==> config.mk <==
export PLATFORM = sky130hd
export DESIGN_NAME = frame_update_scheduler
export DESIGN_NICKNAME = d
export VERILOG_FILES = /design/src/rtl/frame_update_scheduler.sv
export SDC_FILE = /design/constraint.sdc
export NUM_CORES = 1
export LEC_CHECK = 0
export ABC_AREA = 1
export BUFFER_PORTS_ARGS = -buffer_cell sky130_fd_sc_hd__buf_4
export CORE_MARGIN = 2
export CORE_UTILIZATION = 60
export CTS_CLUSTER_DIAMETER = 100
export CTS_CLUSTER_SIZE = 30
export DETAILED_ROUTE_END_ITERATION = 8
export MAX_ROUTING_LAYER = met4
export PLACE_DENSITY_LB_ADDON = 0.2
export SYNTH_ARGS = -nofsm -noshare
export SYNTH_HDL_FRONTEND = slang
export SYNTH_SLANG_ARGS = --single-unit
==> constraint.sdc <==
create_clock -name clk -period 2.7 [get_ports clk]
set_input_delay 0.405 -clock clk [delete_from_list [all_inputs] [get_ports clk]]
set_output_delay 0.405 -clock clk [all_outputs]
set_load 0.05 [all_outputs]
==> src/rtl/frame_update_scheduler.sv <==
// Frame update scheduler: on a chosen scanline, walks up to four clients in index order,
// pulsing each enabled client's start and waiting for its done strobe or a timeout.
module frame_update_scheduler #(
    parameter int V_TRIGGER = 480,
    parameter int TIMEOUT   = 1024
) (
    input  logic       clk,
    input  logic       reset,
    input  logic       p_tick,
    input  logic [9:0] x,
    input  logic [9:0] y,
    input  logic       enable,
    input  logic [3:0] client_mask,
    input  logic [3:0] client_done,
    input  logic       err_clr,
    output logic [3:0] client_start,
    output logic       busy,
    output logic       frame_done,
    output logic [7:0] frame_count,
    output logic [3:0] err,
    output logic       overrun
);

    typedef enum logic [1:0] {IDLE, SELECT, WAIT, FINISH} state_t;

    localparam logic [9:0]  V_TRIG_L = 10'(V_TRIGGER);
    localparam logic [15:0] TMO_LAST = 16'(TIMEOUT - 1);

    state_t      state_q, state_d;
    logic [2:0]  idx_q, idx_d;
    logic [15:0] timer_q, timer_d;
    logic [3:0]  mask_q, mask_d;
    logic [3:0]  start_d;
    logic [3:0]  err_set;
    logic [1:0]  cidx;
    logic        trigger;

    assign cidx    = idx_q[1:0];
    assign trigger = p_tick && (x == 10'd0) && (y == V_TRIG_L);
    assign busy    = (state_q != IDLE);

    always_comb begin
        state_d = state_q;
        idx_d   = idx_q;
        timer_d = timer_q;
        mask_d  = mask_q;
        start_d = '0;
        err_set = '0;
        case (state_q)
            IDLE: begin
                if (trigger && enable) begin
                    state_d = SELECT;
                    mask_d  = client_mask;
                    idx_d   = 3'd0;
                end
            end
            SELECT: begin
                if (idx_q[2]) begin
                    state_d = FINISH;
                end else if (!mask_q[cidx]) begin
                    idx_d = idx_q + 3'd1;
                end else begin
                    state_d = WAIT;
                    start_d = 4'b0001 << cidx;
                    timer_d = '0;
                end
            end
            WAIT: begin
                // done is checked first so a done on the final timeout clock still counts as done
                if (client_done[cidx]) begin
                    idx_d   = idx_q + 3'd1;
                    state_d = SELECT;
                end else if (timer_q == TMO_LAST) begin
                    err_set = 4'b0001 << cidx;
                    idx_d   = idx_q + 3'd1;
                    state_d = SELECT;
                end else begin
                    timer_d = timer_q + 16'd1;
                end
            end
            FINISH: begin
                state_d = IDLE;
            end
            default: begin
                state_d = IDLE;
            end
        endcase
    end

    always_ff @(posedge clk or negedge reset) begin
        if (!reset) begin
            state_q      <= IDLE;
            idx_q        <= '0;
            timer_q      <= '0;
            mask_q       <= '0;
            client_start <= '0;
            frame_done   <= 1'b0;
            frame_count  <= '0;
            err          <= '0;
            overrun      <= 1'b0;
        end else begin
            state_q      <= state_d;
            idx_q        <= idx_d;
            timer_q      <= timer_d;
            mask_q       <= mask_d;
            client_start <= start_d;
            frame_done   <= (state_d == FINISH);
            if (state_d == FINISH) begin
                frame_count <= frame_count + 8'd1;
            end
            // sticky flags: a new set in the same clock as err_clr survives the clear
            err     <= (err & ~{4{err_clr}}) | err_set;
            overrun <= (overrun && !err_clr) || (trigger && busy);
        end
    end

endmodule

== Word-level counts from Yosys, hierarchy flattened ==
Cells that the tools add are included.

* Register bits: 43
* Bits of input ports: 33
* Output and inout port bits: 19

* Add/sub/neg operators: 3
* Order comparisons: 1
* Equal/unequal tests: 13
* Shifts and indexed selects: 1
* Muxes and demuxes: 27
* Bitwise operators: 3
* Reduce and logical (&&, ||, !) cells: 16

{| class="wikitable"
|+ Operators by type and width
! kind !! count
|-
| 16-bit two-way mux || 4
|-
| 16-bit case mux with 2 select lines || 1
|-
| 4-bit two-way mux || 6
|-
| 16-bit by 1-bit adder with 16-bit output (second input constant) || 1
|-
| 16-bit by 10-bit == test with 1-bit output (second input constant) || 1
|-
| 3-bit two-way mux || 5
|-
| 2-bit != test (second input constant) || 6
|-
| 10-bit by 9-bit == test with 1-bit output (second input constant) || 1
|-
| 10-bit logical NOT || 1
|-
| 2-bit two-way mux || 5
|-
| 5-bit AND reduction || 2
|-
| 3-bit case mux with 3 select lines || 1
|-
| 8-bit by 1-bit adder with 8-bit output (second input constant) || 1
|-
| 2-bit case mux with 4 select lines || 1
|-
| 2-bit == test (second input constant) || 3
|-
| 1-bit logical AND || 5
|-
| 4-bit bitwise AND || 1
|-
| 1-bit binary-select mux with 2-bit select || 2
|-
| 4-bit inverter || 1
|-
| 4-bit OR || 1
|-
| 2-bit nonzero test || 2
|-
| 1-bit by 2-bit left shift with 4-bit output (first input constant) || 1
|-
| 3-bit by 1-bit adder with 3-bit output (second input constant) || 1
|-
| 2-bit by 3-bit < comparator with 1-bit output (second input constant) || 1
|-
| 9 further kinds || 10
|}

== Depth between registers and ports, before layout ==
* Depth in word-level cells: 7
* Depth in mapped cells: 13

== Least setup slack after synthesis ==
Ideal clock, no wire load.

* Kind: register to register
* Start point: reg state_q[0]
* End point: reg frame_count[2]
* Data arrival time: 1.847 ns
* Required time: 2.635 ns
* Setup slack: 0.787 ns
* Cell stages (with the launch flop): 12
* Cells stage by stage: dfrtp_1 inv_1 ha_1 inv_1 nand2_1 a21oi_1 nand3_4 nand2_4 clkinv_8 nand2_8 nand2_1 nand2_1

* Word-level cells in the longest chain between the ends: 4
* Elaborated cells on any way between the ends: 11
* Classes of those cells: eq/ne: 4; mux: 6; reduce/logical: 1

{| class="wikitable"
|+ Ends and longest elaborated chain
! what !! RTL line !! RTL
|-
| start: declaration || 29 || <nowiki>state_t state_q, state_d;</nowiki>
|-
| start signal: assignment || 102 || <nowiki>state_q <= state_d;</nowiki>
|-
| 2-bit two-way mux, on equally long branches || 73, 60 ||
|-
| 2-bit two-way mux, on equally long branches || 70, 58 ||
|-
| 2-bit case mux with 4 select lines * || 49 || <nowiki>case (state_q)</nowiki>
|-
| net state_d[0] || 29 ||
|-
| 2-bit == test * || 108 || <nowiki>if (state_d == FINISH) begin</nowiki>
|-
| end signal: assignment || 109 || <nowiki>frame_count <= frame_count + 8'd1;</nowiki>
|-
| end: declaration || 19 || <nowiki>output logic [7:0] frame_count,</nowiki>
|}

Mark *: on every way through the listed nets, which the timed path passes. The rest lies on a longest branch.
A chain may end at the register's enable or synchronous reset.

== Worst setup path in the final report ==
* Start point: reg state_q[1]
* End point: out busy

* Word-level cells in the longest chain between the ends: 1

{| class="wikitable"
|+ Ends and longest elaborated chain
! what !! RTL line !! RTL
|-
| 2-bit nonzero test || 40 || <nowiki>assign busy = (state_q != IDLE);</nowiki>
|-
| end: declaration || 17 || <nowiki>output logic busy,</nowiki>
|}

No other way between the ends.

==> results.sh <==
export IMPL_outcome="completed"
export IMPL_start_util_pct=62.0
export IMPL_gp_congestion=0.905
export IMPL_synth_top_area_share_pct=40.1
export IMPL_stdcell_area_sq_um=3220
export IMPL_synth_cell_types=35
export IMPL_cts_root_buf="clkbuf_8"
export IMPL_yosysWarnings=0
export IMPL_vias=2404
export IMPL_worst_setup_path_end_kind="output pin"
export IMPL_routed_wl_um=5590
export IMPL_synth_area_leaders="dfrtp_1 40%, nand2_1 10%, nand3_1 6.2%, nor2_1 6.2%, inv_1 5.2%"
export IMPL_synthAdderAreaFrac_pct=4.67
export IMPL_pwr_density_cell_nw_per_um2=767
export IMPL_synth_top_family_by_area="simple AND/OR/NAND/NOR gates"
export IMPL_syn_num_nets=378
export IMPL_syn_area_per_cell_sq_um=8.00
export IMPL_dpl_worst_slack_ns=0.908
export IMPL_fin_nets=435
export IMPL_post_route_min_period_ns=1.87
export IMPL_dp_cells=437
export IMPL_numClockSinks=43
export IMPL_worstPathArrival_ns=1.46
export IMPL_wl_per_cell_um=12.6
export IMPL_final_seq_area_sq_um=1080
export IMPL_coreArea_sq_um=4320
export IMPL_clk_pin_slew_ns=0.08
export IMPL_rows=24
export IMPL_die_width_um=70.8
export IMPL_rsz0062_at_grt="no"
export IMPL_cts_tree="yes"
export IMPL_ant_nets=0
export IMPL_synth_top_area_cell="dfrtp_1"
export IMPL_grt_pass1_wl_um=9760
export IMPL_max_freq_mhz=535
export IMPL_first_pass_iters=4
export IMPL_viasPerCell=5.41
export IMPL_hold_viol_final=0
export IMPL_drc=0
export IMPL_final_max_slew_viol_count=0
export IMPL_cp_start_kind="register"
export IMPL_synth_edf_count=0
export IMPL_post_cts_buffers=0
export IMPL_h_tree_depth=2
export IMPL_drtIter0Drc=169
export IMPL_die_y_um=70.8
export IMPL_crit_top_cell="inv_1"
export IMPL_synthMuxAreaShare_pct=0
export IMPL_cts_resized_gates=0
export IMPL_gr_total_overflow=0
export IMPL_cts_buffers=5
export IMPL_synth_compound_area_share_pct=8.59
export IMPL_drive_gt1_share_pct=23.2
export IMPL_hold_path_class="in2async"
export IMPL_num_fill_cells=344
export IMPL_die_area_sq_um=5020
export IMPL_postCtsHoldBufs=0
export IMPL_yosys_area_share_xor_xnor_pct=3.92
export IMPL_synth_seq_cells=43
export IMPL_critPathRequiredTime_ns=2.30
export IMPL_hpwl_um=4220
export IMPL_ys_seq_area_share_pct=40.1
export IMPL_maxCapViolCount=0
export IMPL_fin_ws_ns=0.832
export IMPL_fin_setup_tns_ns=0
export IMPL_async_flop_share_pct=100
export IMPL_antenna_cells=0
export IMPL_cts_buffer_depth=2
export IMPL_fin_skew_ns=0.00655
export IMPL_worstPathCellList="inv_1 -> ha_1 -> inv_1 -> buf_4"
export IMPL_antenna_found_initial=0
export IMPL_leakagePower_uw=0.00161
export IMPL_syn_to_final_growth_pct=20.3
export IMPL_grt_pass1_vias=2316
export IMPL_worstSetupPathType="reg2out"
export IMPL_synth_flop_cell="dfrtp_1"
export IMPL_grt_max_degree=44
export IMPL_setup_viol=0
export IMPL_vdd_ir_drop_max_uv=537
export IMPL_clkLatencyLatePin_ns=0.30
export IMPL_max_stage_delay_ns=0.46
export IMPL_crit_slowest_cell="dfrtp_1"
export IMPL_syn_inst=335
export IMPL_critical_path_buf_inv_count=3
export IMPL_multi_input_area_sq_um=1400
export IMPL_max_slew_margin_rel_pct=64.0
export IMPL_tightest_slew_ns=0.540
export IMPL_io_pins=52
export IMPL_grtUsageTotal_pct=24.9
export IMPL_path_max_fanout=6
export IMPL_critical_path_top_delay_family="flip-flops"
export IMPL_min_period_over_period_pct=69.2
export IMPL_p_total_uw=2470
export IMPL_synthesis_area_sq_um=2680
export IMPL_postPlaceCellArea_sq_um=3120
export IMPL_synthSimpleGateAreaFrac_pct=35.1
export IMPL_stdcell_count=444
export IMPL_portBuffers=51
-- sequential cells by signal, summed over array words and instances, names as in the netlist --
register      count
timer_q          16
client_start      4
frame_count       8
idx_q             3
err               4
state_q           2
overrun           1
frame_done        1
mask_q            4
-- worst paths after layout --
path,slack [ns],from,end,depth (start not counted)
worst max-delay path,0.83,state_q[1],busy,4
worst min-delay path,0.09,reset,err[2],1
worst max register to register,0.87,timer_q[0],idx_q[0],10
worst min register to register,0.49,mask_q[2],mask_q[2],2
max in group asynchronous,2.24,reset,mask_q[2],1
min in group clk,0.36,client_mask[0],mask_q[0],3
-- through the flow --
step                      utilization (%)  hold WS, ns
after floorplan                         -        0.109
after global placement               72.1        0.423
after detailed placement             72.1        0.425
after CTS                            74.5        0.105
after global routing                 74.5        0.131
final                                74.5       0.0852
-- metal layers --
layer / vias up / GRT usage [%] / part of all wire (%)
li1: 1192 / - / -
met1: 1132 / 31.0 / 44
met2: 67 / 41.6 / 49
met3: 13 / 3.99 / 4.8
met4: 0 / 8.18 / 2.0
met5: - / - / 0
-- cell usage after synthesis (all sizes together) (2+ instances only) --
cell    count
a21oi       6
a32o        4
buf         2
dfrtp      43
ha         10
inv        42
nand2      87
nand3      37
nand3b      2
nand4      10
nor2       45
nor3        4
o21ai      19
o31ai       5
or2         2
xnor2       4
xor2        8
-- cells in the final DEF (no fill, tap or decap), drive strengths merged, types with 2 or more instances in the layout --
cell | netlist | final
buf | 2 | 53
dfrtp | 43 | 43
nand4 | 10 | 10
nor3 | 4 | 4
nor2 | 45 | 45
xnor2 | 4 | 4
or2 | 2 | 2
a21oi | 6 | 6
nand3b | 2 | 2
a32o | 4 | 4
o21ai | 19 | 19
nand3 | 37 | 37
clkbuf | 1 | 5
o31ai | 5 | 5
ha | 10 | 10
inv | 42 | 42
xor2 | 8 | 8
nand2 | 87 | 87
-- kinds of logic (layout without fill, tap and decap cells) --
group                      after synthesis  after routing
adders and majority gates               10             10
DFF                                     43             43
buffers and inverters                   46            103
and+or+nand+nor                        189            189
AOI/OAI and AO/OA                       35             35
xor gates and xnor gates                12             12
-- worst reg2reg max path, delay by kind of cell, from the launching register on --
kind	cells	cell delay, ns
DFF	1	0.40
and+or+nand+nor	7	0.88
adders and majority gates	1	0.22
AOI/OAI and AO/OA	2	0.22
-- report_power, final --
part / switching, uW / internal [uW] / total [uW] / leakage (uW)
Sequential: 77.2 / 699 / 777 / 0.000593
Clock: 220 / 270 / 490 / 0.0000502
Combinational: 839 / 366 / 1200 / 0.000971
Total: 1140 / 1340 / 2470 / 0.00161
-- cell type report --
class | instances | area share [%]
Multi-Input combinational cell | 246 | 43.5
Clock buffer | 5 | 2.14
Clock inverter | 2 | 1.16
Inverter | 43 | 5.47
Sequential cell | 43 | 33.4
Tap cell | 52 | 2.02
Timing Repair Buffer | 53 | 12.3
(Power assumes the default switching activity.)
